### src/rtl/store_unit.sv
// store_unit: MEM-stage store buffer; encodes SB/SH/SW into a 2-entry FIFO and drains it onto a req/addr_ok/data_ok write bus.
// Optional STORE_ALIGN_CHECK_EN: misaligned SH/SW raise adesM instead of being address-masked.
module store_unit #(
  parameter int DEPTH = 2
) (
  input  logic        clk,
  input  logic        resetn,
  input  logic        store_validM,
  input  logic [7:0]  alucontrolM,
  input  logic [31:0] addrM,
  input  logic [31:0] writedataM,
  input  logic        flushM,
  output logic        stall_storeM,
  output logic        adesM,
  output logic        buf_empty,
  output logic        data_req,
  output logic        data_wr,
  output logic [1:0]  data_size,
  output logic [31:0] data_addr,
  output logic [3:0]  data_wstrb,
  output logic [31:0] data_wdata,
  input  logic        data_addr_ok,
  input  logic        data_data_ok
);
  localparam logic [7:0] EXE_SB_OP = 8'b1110_1000;
  localparam logic [7:0] EXE_SH_OP = 8'b1110_1001;
  localparam logic [7:0] EXE_SW_OP = 8'b1110_1011;
  localparam logic [1:0] FULL      = 2'(DEPTH);

  typedef struct packed {
    logic [31:0] addr;
    logic [1:0]  size;
    logic [3:0]  wstrb;
    logic [31:0] wdata;
  } st_entry_t;

  typedef enum logic [1:0] {S_IDLE, S_REQ, S_WAIT} state_t;

  state_t      state_q, state_d;
  logic [1:0]  count_q, count_d;
  logic        wr_ptr_q, wr_ptr_d, rd_ptr_q, rd_ptr_d;
  st_entry_t   entry_q [DEPTH];
  st_entry_t   entry_d [DEPTH];
  st_entry_t   new_e, head;
  logic        is_sb, is_sh, is_sw, st_op, full, push, pop;
  logic [31:0] eff_addr;

  assign is_sb = (alucontrolM == EXE_SB_OP);
  assign is_sh = (alucontrolM == EXE_SH_OP);
  assign is_sw = (alucontrolM == EXE_SW_OP);
  assign st_op = store_validM & (is_sb | is_sh | is_sw);
  assign full  = (count_q == FULL);

`ifdef STORE_ALIGN_CHECK_EN
  assign adesM    = st_op & ~flushM & ((is_sh & addrM[0]) | (is_sw & (addrM[1:0] != 2'b00)));
  assign eff_addr = addrM;
`else
  assign adesM = 1'b0;
  // Misaligned halfword/word stores are forced to natural alignment.
  always_comb begin
    eff_addr = addrM;
    if (is_sw)      eff_addr[1:0] = 2'b00;
    else if (is_sh) eff_addr[0]   = 1'b0;
  end
`endif

  always_comb begin
    new_e.addr  = eff_addr;
    new_e.size  = 2'd2;
    new_e.wstrb = 4'b1111;
    new_e.wdata = writedataM;
    if (is_sb) begin
      new_e.size  = 2'd0;
      new_e.wstrb = 4'b0001 << eff_addr[1:0];
      new_e.wdata = {4{writedataM[7:0]}};
    end else if (is_sh) begin
      new_e.size  = 2'd1;
      new_e.wstrb = eff_addr[1] ? 4'b1100 : 4'b0011;
      new_e.wdata = {2{writedataM[15:0]}};
    end
  end

  // No pop-and-push while full: stall depends only on MEM inputs and count.
  assign stall_storeM = st_op & ~flushM & ~adesM & full;
  assign push         = st_op & ~flushM & ~adesM & ~full;
  assign pop          = (state_q == S_WAIT) & data_data_ok;

  always_comb begin
    entry_d  = entry_q;
    wr_ptr_d = wr_ptr_q;
    rd_ptr_d = rd_ptr_q;
    if (push) begin
      entry_d[wr_ptr_q] = new_e;
      wr_ptr_d          = ~wr_ptr_q;
    end
    if (pop) rd_ptr_d = ~rd_ptr_q;
    count_d = count_q + {1'b0, push} - {1'b0, pop};
  end

  always_comb begin
    state_d = state_q;
    unique case (state_q)
      S_IDLE:  if (count_q != 2'd0) state_d = S_REQ;
      S_REQ:   if (data_addr_ok)    state_d = S_WAIT;
      S_WAIT:  if (data_data_ok)    state_d = (count_d != 2'd0) ? S_REQ : S_IDLE;
      default: state_d = S_IDLE;
    endcase
  end

  always_ff @(posedge clk or negedge resetn) begin
    if (!resetn) begin
      state_q  <= S_IDLE;
      count_q  <= 2'd0;
      wr_ptr_q <= 1'b0;
      rd_ptr_q <= 1'b0;
      for (int i = 0; i < DEPTH; i++) entry_q[i] <= '0;
    end else begin
      state_q  <= state_d;
      count_q  <= count_d;
      wr_ptr_q <= wr_ptr_d;
      rd_ptr_q <= rd_ptr_d;
      entry_q  <= entry_d;
    end
  end

  // Head slot is untouched until its data_ok, so bus fields hold through REQ.
  assign head       = entry_q[rd_ptr_q];
  assign data_req   = (state_q == S_REQ);
  assign data_wr    = data_req;
  assign data_addr  = head.addr;
  assign data_size  = head.size;
  assign data_wstrb = head.wstrb;
  assign data_wdata = head.wdata;
  assign buf_empty  = (count_q == 2'd0) & (state_q == S_IDLE);
endmodule

### config.mk
export PLATFORM = sky130hd
export DESIGN_NAME = store_unit
export DESIGN_NICKNAME = d
export VERILOG_FILES = /design/src/rtl/store_unit.sv
export SDC_FILE = /design/constraint.sdc
export NUM_CORES = 1
export LEC_CHECK = 0
export BUFFER_PORTS_ARGS = -buffer_cell sky130_fd_sc_hd__buf_2
export CORE_AREA = 2 2 142 213
export DETAILED_ROUTE_END_ITERATION = 7
export DIE_AREA = 0 0 144 215
export HOLD_SLACK_MARGIN = 0.05
export PLACE_DENSITY_LB_ADDON = 0.2
export SLEW_MARGIN = 40
export SYNTH_ARGS = -nofsm -noshare
export SYNTH_HDL_FRONTEND = slang
export SYNTH_SLANG_ARGS = --single-unit
### constraint.sdc
create_clock -name clk -period 5.2 [get_ports clk]
set_input_delay 1.04 -clock clk [delete_from_list [all_inputs] [get_ports clk]]
set_output_delay 1.04 -clock clk [all_outputs]
set_load 0.01 [all_outputs]
==> results of run 1 <==
==> critical path, delay by kind of cell <==
kind / cells / cell delay (ns)
AOI/OAI and AO/OA: 1 / 0.16
and+or+nand+nor: 2 / 0.50
buffers and inverters: 3 / 0.52
==> cell type report <==
cell class                      instances  share of cell area [%]
Sequential cell                       146                    42.3
Multi-Input combinational cell        308                    34.8
Timing Repair Buffer                  160                    10.0
Tap cell                              395                    5.72
Clock buffer                           18                    4.97
Clock inverter                         14                    1.85
Inverter                                6                   0.261
Antenna cell                            1                  0.0290
==> through the flow <==
step | instances | hold WS, ns | total power [uW]
2_1_floorplan | 495 | 0.454 | 1630
3_3_place_gp | 1013 | 0.466 | 1830
3_5_place_dp | 1015 | 0.471 | 1880
4_1_cts | 1047 | 0.492 | 3140
5_1_grt | 1047 | 0.505 | 3230
6_report | 1048 | 0.489 | 3060
==> synthesized netlist by cell type (all sizes together), types with 2 or more instances <==
| cell | n | share of area, % |
|---|---|---|
| mux2 | 210 | 34 |
| o21ai | 39 | 2.8 |
| clkbuf | 17 | 0.93 |
| xnor2 | 3 | 0.38 |
| o31ai | 12 | 1.3 |
| ha | 2 | 0.36 |
| nor2b | 3 | 0.27 |
| buf | 18 | 2.0 |
| mux2i | 10 | 1.5 |
| dfrtp | 146 | 53 |
| nor2 | 6 | 0.33 |
| or2 | 2 | 0.18 |
| inv | 6 | 0.33 |
| nand2 | 4 | 0.22 |
| and2 | 2 | 0.18 |
| nand2b | 4 | 0.36 |
==> power by group <==
group / switching [uW] / internal (uW)
Clock: 509 / 711
Combinational: 308 / 266
Sequential: 59.9 / 1210
Total: 878 / 2190
==> worst min-delay path by stage <==
stage | from | to | slack (ns) | cells after the start
floorplan | entry_q[108] | entry_q[108] | 0.45 | 1
global placement | entry_q[122] | entry_q[122] | 0.47 | 1
detailed placement | entry_q[108] | entry_q[108] | 0.47 | 1
CTS | entry_q[108] | entry_q[108] | 0.49 | 1
global route | entry_q[117] | entry_q[117] | 0.51 | 1
finish | entry_q[108] | entry_q[108] | 0.49 | 1
==> per-layer routing <==
metal / GRT usage, % / vias to the layer above / wire (um)
li1: - / 2073 / -
met1: 14.4 / 2256 / 7320
met2: 21.6 / 118 / 9490
met3: 3.28 / 19 / 903
met4: 4.80 / 0 / 351
met5: 0 / - / 0
==> flip-flops by register name (all words and copies together), names as in the netlist <==
| name | cells |
|---|---|
| wr_ptr_q | 1 |
| entry_q | 140 |
| rd_ptr_q | 1 |
| state_q | 2 |
| count_q | 2 |
==> kinds of logic after synthesis <==
family          share of synthesized area (%)
compound gates                           4.59
xor+xnor                                0.382
fa+ha+maj                               0.364
buf+inv                                  3.26
flops                                    53.2
mux                                      35.9
other cells                            0.0546
simple gates                             2.31
==> qor.csv, run 1 <==
stage,metric,value,unit
cells_and_area,most-common-layout-cells,"mux2_2 (199), buf_2 (150), dfrtp_1 (145)",
logic_synthesis,synth_edf_count,0,
power_and_ir_drop,ir_drop,0.000214,V
grt,antenna_found_initial,0,
floorplanning,start_util,23.5,%
status,outcome,completed,
cells_and_area,fin_util,29.6,%
worst_setup_path,worstPathRequired,4.16,ns
sta,slew_headroom,47.5,%
floorplanning,placementRows,77,
floorplanning,die_h,215,um
grt,grt_pass1_vias,5003,
cells_and_area,regArea,3660,um2
grt,grt_overflow,0,
place,gp_congestion,0.702,
worst_setup_path,cp-end-kind,primary output,
clock_tree,cts-root-buf,clkbuf_16,
power_and_ir_drop,p_per_area,355,nW/um2
clock_tree,clock_latency,0.44,ns
logic_synthesis,async_reset_ff_share,100,%
job,max-cap-violations,0,
sta,drv_slew,0,
clock_tree,clkTransAtPathRegs,0.06,ns
floorplanning,dieArea,31000,um2
place,place_area,8050,um2
logic_synthesis,netlist_area,6870,um2
clock_tree,h-tree-depth,4,
floorplanning,fp.dieW,144,um
floorplanning,core,29200,um2
logic_synthesis,syn-num-nets,575,
sta,setup-tns-final,0,ns
cells_and_area,fin_area,8640,um2
clock_tree,postCtsSetupBuffers,0,
place,dp_hpwl,12500,um
drt,drcViolationCount,0,
grt,grt.total_usage,12.4,%
place,dpl_worst_slack,1.89,ns
logic_synthesis,ys_ff_latch,146,
worst_setup_path,rrSetupSlack,2.86,ns
logic_synthesis,yosysSeqAreaShare,53.2,%
logic_synthesis,yosys_warnings,0,
drt,initialDrtViolationCount,97,
worst_setup_path,cp.arrival,2.24,ns
worst_setup_path,rr_worst_depth,5,
sta,timing.final.ws_setup,1.92,ns
sta,skew,0.0109,ns
sta,fin_crit_sh,63.0,%
cells_and_area,layout_commonest_cell,mux2_2,
place,io_buffers,151,
cells_and_area,multiInputGateArea,3010,um2
logic_synthesis,syn_area_per_cell,13.9,um2
cells_and_area,fill_cells,2996,
floorplanning,ios,153,
sta,rsz0062_at_grt,no,
clock_tree,numCtsBuffers,17,
drt,finalWirelength,18100,um
worst_setup_path,r2r-start,count_q[0],
logic_synthesis,synth_ff_type,dfrtp_1,
drt,postRouteAntennaNets,0,
grt,grt_start_max_net_pins,76,
clock_tree,cts_tree,built,
drt,vias,4466,
clock_tree,postCtsHoldBufs,0,
sta,period_needed,3.28,ns
grt,grt_first_pass_wirelength,28600,um
worst_setup_path,worstPathCellList,buf_2 > and4bb_2 > o2111ai_2 > buf_4 > nor2_1 > buf_2,
clock_tree,cts_buffer_depth,2,
power_and_ir_drop,p_leak,0.00437,uW
worst_setup_path,startpoint,alucontrolM[4],
drt,drt_pass1_iterations,4,
cells_and_area,nets,719,
worst_setup_path,slowest_stage,and4bb_2,
worst_setup_path,cp_common_cell,buf_2,
cells_and_area,area_growth,25.7,%
drt,avgRoutedWirePerCell,17.2,um
cells_and_area,drive_above_1_share,60.9,%
worst_setup_path,crit_end,stall_storeM,
sta,worst_pin_slew,0.786,ns
sta,hold_viol,0,
worst_setup_path,start_kind,primary input,
clock_tree,cts_sinks,146,
worst_setup_path,cp_max_fo,40,
clock_tree,cts_resized,0,
min_path,hold_path_class,reg2reg,
logic_synthesis,netlist_instances,495,
worst_setup_path,critPathKind,in2out,
logic_synthesis,synth.distinct_cells,31,
sta,setup_viol,0,
worst_setup_path,reg2reg_to,entry_q[50],
worst_setup_path,critPathMaxStageDelay,0.35,ns
drt,via_per_inst,4.26,
sta,clock.fmax,305,MHz
No activity file was read; power rests on OpenSTA's default activity.
==> inputs of run 2 (changes only) <==
==> constraint.sdc (replaced) <==
create_clock -name clk -period 2.8 [get_ports clk]
set_input_delay 0.56 -clock clk [delete_from_list [all_inputs] [get_ports clk]]
set_output_delay 0.56 -clock clk [all_outputs]
set_load 0.01 [all_outputs]
==> qor.csv, run 2 (synthesized netlist as in run 1, its figures left out) <==
stage,metric,value,unit
floorplanning,core,29200,um2
clock_tree,h-tree-depth,4,
sta,clock.fmax,390,MHz
sta,timing.final.ws_setup,0.235,ns
sta,period_needed,2.57,ns
sta,skew,0.00809,ns
place,place_area,8130,um2
grt,grt_pass1_vias,4970,
place,dp_hpwl,13000,um
cells_and_area,most-common-layout-cells,"mux2_2 (199), buf_2 (150), dfrtp_1 (145)",
cells_and_area,nets,726,
clock_tree,postCtsSetupBuffers,0,
clock_tree,cts_resized,0,
clock_tree,clkTransAtPathRegs,0.06,ns
clock_tree,clock_latency,0.44,ns
floorplanning,fp.dieW,144,um
grt,grt_first_pass_wirelength,28500,um
worst_setup_path,cp_max_fo,29,
drt,avgRoutedWirePerCell,17.5,um
grt,grt.total_usage,12.5,%
clock_tree,cts_buffer_depth,2,
grt,gr-usage-met1,14.7,%
cells_and_area,drive_above_1_share,61.5,%
clock_tree,cts_tree,built,
sta,setup-tns-final,0,ns
clock_tree,cts-root-buf,clkbuf_16,
power_and_ir_drop,p_leak,0.00446,uW
cells_and_area,largest_reg_flops,140,
floorplanning,placementRows,77,
cells_and_area,reg.largest.list,"entry_q (140), count_q (2), state_q (2)",
grt,grt_use_met2,21.1,%
sta,rsz0062_at_grt,no,
worst_setup_path,worstPathRequired,2.24,ns
cells_and_area,layout_commonest_cell,mux2_2,
sta,setup_viol,0,
place,dpl_worst_slack,0.244,ns
worst_setup_path,critPathKind,reg2out,
floorplanning,dieArea,31000,um2
worst_setup_path,start_kind,register,
grt,grt_start_max_net_pins,63,
grt,grt_util_met3,3.03,%
floorplanning,ios,153,
drt,drt_pass1_iterations,4,
place,gp_congestion,0.731,
clock_tree,cts_sinks,146,
sta,slew_headroom,59.8,%
grt,antenna_found_initial,0,
power_and_ir_drop,ir_drop,0.000418,V
cells_and_area,antenna_cells,0,
drt,initialDrtViolationCount,169,
grt,grt_most_used_layer,met2,
sta,hold_viol,0,
min_path,hold_path_class,in2async,
job,max-cap-violations,0,
sta,holdWs,0.0761,ns
drt,vias,4498,
place,io_buffers,151,
drt,finalWirelength,18500,um
cells_and_area,area_growth,27.7,%
floorplanning,start_util,23.5,%
power_and_ir_drop,total_power,5920,uW
worst_setup_path,cp-end-kind,primary output,
cells_and_area,fin_area,8770,um2
drt,postRouteAntennaNets,0,
sta,drv_slew,0,
clock_tree,numCtsBuffers,17,
sta,fin_crit_sh,91.6,%
cells_and_area,top_register,entry_q,
clock_tree,postCtsHoldBufs,0,
sta,worst_pin_slew,0.603,ns
drt,drcViolationCount,0,
worst_setup_path,cp.arrival,2.01,ns
power_and_ir_drop,p_per_area,675,nW/um2
floorplanning,die_h,215,um
drt,via_per_inst,4.27,
status,outcome,completed,
grt,grt_overflow,0,
==> run 2: cell count changes in the layout (fill, tap and decap cells not counted), sizes merged <==
| cell | previous run | this run |
|---|---|---|
| buf | 160 | 167 |
| clkbuf | 18 | 22 |
| clkinvlp | 4 | 1 |
| bufinv | 2 | 4 |
| clkinv | 7 | 5 |
| diode | 1 | 0 |
| inv | 7 | 6 |
==> run 2: final cells by class <==
| class | count | area (um2) |
|---|---|---|
| fill | 2985 | 20400 |
| sequential | 146 | 3660 |
| multi-input combinational | 308 | 3010 |
| timing repair buffer | 167 | 945 |
| clock buffer | 22 | 494 |
| tap | 395 | 494 |
| clock inverter | 10 | 153 |
| inverter | 6 | 22.5 |
==> run 2: where the power goes <==
part / leakage, uW / switching [uW] / internal [uW]
Clock: 0.000322 / 898 / 1600
Sequential: 0.00201 / 187 / 2240
Combinational: 0.00212 / 499 / 491
Total: 0.00446 / 1580 / 4340
==> run 2: path summary, 6_finish.rpt <==
| kind | cells past startpoint | slack [ns] | from | endpoint |
|---|---|---|---|---|
| max | 3 | 0.23 | rd_ptr_q | data_wdata[11] |
| min | 1 | 0.08 | resetn | entry_q[44] |
| max reg2reg | 10 | 0.88 | state_q[0] | state_q[0] |
| min reg2reg | 1 | 0.49 | entry_q[137] | entry_q[137] |
| max in group asynchronous | 2 | 1.93 | resetn | rd_ptr_q |
| min in group clk | 2 | 0.34 | data_data_ok | state_q[1] |
==> run 2: routing by layer <==
metal / share of wire [%] / vias up
met5: 0 / -
met4: 2.5 / 0
met3: 4.4 / 16
met2: 51 / 125
met1: 42 / 2275
li1: - / 2082
==> run 2: worst max-delay path: stages, from the launching register on <==
cell and delay [ns]:
dfrtp_4 0.75, buf_4 0.30, mux2_2 0.35, buf_2 0.16
==> run 2: stage by stage <==
stage,std cells,util (%)
after floorplan,495,-
after global placement,1022,27.8
after detailed placement,1022,27.8
after CTS,1054,30.1
after global routing,1054,30.1
final,1054,30.1
==> inputs of run 3 (changes only) <==
--- a/config.mk
+++ b/config.mk
@@ -5,10 +5,11 @@
 export SDC_FILE = /design/constraint.sdc
 export NUM_CORES = 1
 export LEC_CHECK = 0
+export ABC_AREA = 1
 export BUFFER_PORTS_ARGS = -buffer_cell sky130_fd_sc_hd__buf_2
-export CORE_AREA = 2 2 142 213
+export CORE_AREA = 2 2 146 219
 export DETAILED_ROUTE_END_ITERATION = 7
-export DIE_AREA = 0 0 144 215
+export DIE_AREA = 0 0 148 221
 export HOLD_SLACK_MARGIN = 0.05
 export PLACE_DENSITY_LB_ADDON = 0.2
 export SLEW_MARGIN = 40
==> qor.csv, run 3 <==
stage,metric,value,unit
sta,setup-tns-final,0,ns
worst_setup_path,startpoint,rd_ptr_q,
logic_synthesis,ys_ff_latch,146,
grt,antenna_found_initial,0,
clock_tree,h-tree-depth,4,
logic_synthesis,yosys_warnings,0,
cells_and_area,drive_above_1_share,18.3,%
logic_synthesis,syn-num-nets,1081,
cells_and_area,largest_reg_flops,140,
place,dp_hpwl,15600,um
place,io_buffers,151,
clock_tree,postCtsSetupBuffers,0,
place,place_area,8400,um2
sta,hold_viol,0,
logic_synthesis,syn_area_per_cell,7.26,um2
clock_tree,numCtsBuffers,17,
power_and_ir_drop,p_leak,0.00532,uW
worst_setup_path,start_kind,register,
grt,grt_overflow,0,
sta,period_needed,2.42,ns
logic_synthesis,synth_top_area_share,50.3,%
logic_synthesis,synth_commonest_cells,"nand2_1 (564), nand3_1 (169), dfrtp_1 (146)",
place,dp_cells,1507,
place,dpl_worst_slack,0.512,ns
floorplanning,fp.dieW,148,um
drt,finalWirelength,24500,um
worst_setup_path,cp-end-kind,primary output,
logic_synthesis,netlist_instances,1001,
grt,grt.total_usage,15.4,%
logic_synthesis,yosysTopAreaCell,dfrtp_1,
clock_tree,cts_tree,built,
cells_and_area,fin_cells,1540,
cells_and_area,most-common-layout-cells,"nand2_1 (564), nand3_1 (167), buf_2 (150)",
logic_synthesis,netlist_area,7270,um2
worst_setup_path,critPathKind,reg2out,
sta,rsz0062_at_grt,no,
power_and_ir_drop,ir_drop,0.000676,V
floorplanning,ios,153,
clock_tree,cts_resized,0,
logic_synthesis,yosysMostFrequentCell,nand2_1,
worst_setup_path,worstPathRequired,2.24,ns
worst_setup_path,cp_max_fo,17,
sta,drv_slew,0,
cells_and_area,nets,1202,
drt,vias,6741,
clock_tree,clkTransAtPathRegs,0.06,ns
cells_and_area,layout_commonest_cell,nand2_1,
clock_tree,cts-root-buf,clkbuf_16,
cells_and_area,fin_area,9030,um2
logic_synthesis,synth.distinct_cells,23,
clock_tree,postCtsHoldBufs,1,
worst_setup_path,rr_worst_depth,7,
drt,drcViolationCount,0,
logic_synthesis,yosysSeqAreaShare,50.3,%
floorplanning,placementRows,79,
drt,avgRoutedWirePerCell,15.9,um
job,max-cap-violations,0,
sta,setup_viol,0,
sta,worst_pin_slew,0.697,ns
floorplanning,die_h,221,um
clock_tree,cts_buffer_depth,2,
sta,fin_crit_sh,86.5,%
sta,skew,0.00550,ns
min_path,hold-path-cell-count,3,
sta,timing.final.ws_setup,0.377,ns
clock_tree,clock_latency,0.44,ns
logic_synthesis,synthTopCellsByArea,"dfrtp_1 (50%), nand2_1 (29%), nand3_1 (12%)",
clock_tree,cts_sinks,146,
drt,initialDrtViolationCount,350,
floorplanning,dieArea,32700,um2
floorplanning,core,30800,um2
power_and_ir_drop,p_per_area,679,nW/um2
cells_and_area,reg.largest.list,"entry_q (140), count_q (2), state_q (2)",
grt,grt_start_max_net_pins,141,
logic_synthesis,synth_edf_count,0,
cells_and_area,antenna_cells,0,
status,outcome,completed,
grt,grt_pass1_vias,6777,
place,gp_congestion,0.754,
cells_and_area,area_growth,24.3,%
drt,postRouteAntennaNets,0,
logic_synthesis,async_reset_ff_share,100,%
min_path,worstHoldStart,addrM[11],
worst_setup_path,r2r-start,count_q[1],
floorplanning,start_util,23.6,%
sta,clock.fmax,413,MHz
logic_synthesis,synth_ff_type,dfrtp_1,
drt,via_per_inst,4.38,
grt,grt_first_pass_wirelength,38800,um
worst_setup_path,cp.arrival,1.86,ns
sta,slew_headroom,53.6,%
cells_and_area,top_register,entry_q,
min_path,hold_path_class,in2reg,
drt,drt_pass1_iterations,4,
run 3: changes by cell type after synthesis, moves of 4 or more:
cell      change
buf_2        +12
nor2_1        +8
o21ai_0      -39
nand2b_1      -4
mux2_1       -11
nand3_1     +168
o31ai_1      -11
inv_1        +18
nand2_1     +560
clkbuf_1     +14
mux2i_1      -10
mux2_2      -199
buf_6         +4
run 3: cell families after synthesis:
family                   after synthesis  synth area share, %
AO/OA/AOI/OAI                          4                0.534
XOR/XNOR                               3                0.362
adder cells (fa/ha/maj)                2                0.344
buffers and inverters                 94                 6.44
flip-flops                           146                 50.3
other                                  1               0.0516
AND/OR/NAND/NOR                      751                 42.0
run 3: area by class of cell:
cell class              instances  area (um2)
multi-input cells             761        3170
fillers                      3490       21800
inverters                      28         105
clock buffers                  19         443
flip-flops and latches        146        3660
repair buffers                168         971
clock inverters                13         184
well taps                     405         507
run 3: power breakdown:
part | switching, uW | internal, uW | total [uW]
combinational | 938 | 374 | 1310
sequential | 86.7 | 2250 | 2330
clock | 976 | 1510 | 2490
run 3: per-stage QoR:
stage	util (%)	power [uW]	hold slack, ns
floorplan	-	3070	0.264
global placement	27.2	3720	0.453
detailed placement	27.2	3720	0.458
CTS	29.3	6250	0.324
global route	29.3	6440	0.358
finish	29.3	6140	0.361
run 3: path summary, 6_finish.rpt:
check	end	slack (ns)
max	data_wdata[4]	0.38
min	entry_q[119]	0.36
max reg2reg	entry_q[96]	1.07
min reg2reg	entry_q[127]	0.47
max in group asynchronous	entry_q[72]	1.41
min in group asynchronous	entry_q[127]	0.61
run 3: worst max-delay path: stages (launching register included):
cell and delay, ns:
dfrtp_2 0.43, inv_2 0.32, buf_4 0.33, nand2_1 0.08, nand2_1 0.11, buf_2 0.14
run 3: routing by layer:
layer  wire [um]  up-vias  track usage [%]
met4         431        0             5.28
met1       10800     3188             19.1
li1            -     3368                -
met5           0        -                0
met2       12400      170             26.6
met3         879       15             2.70
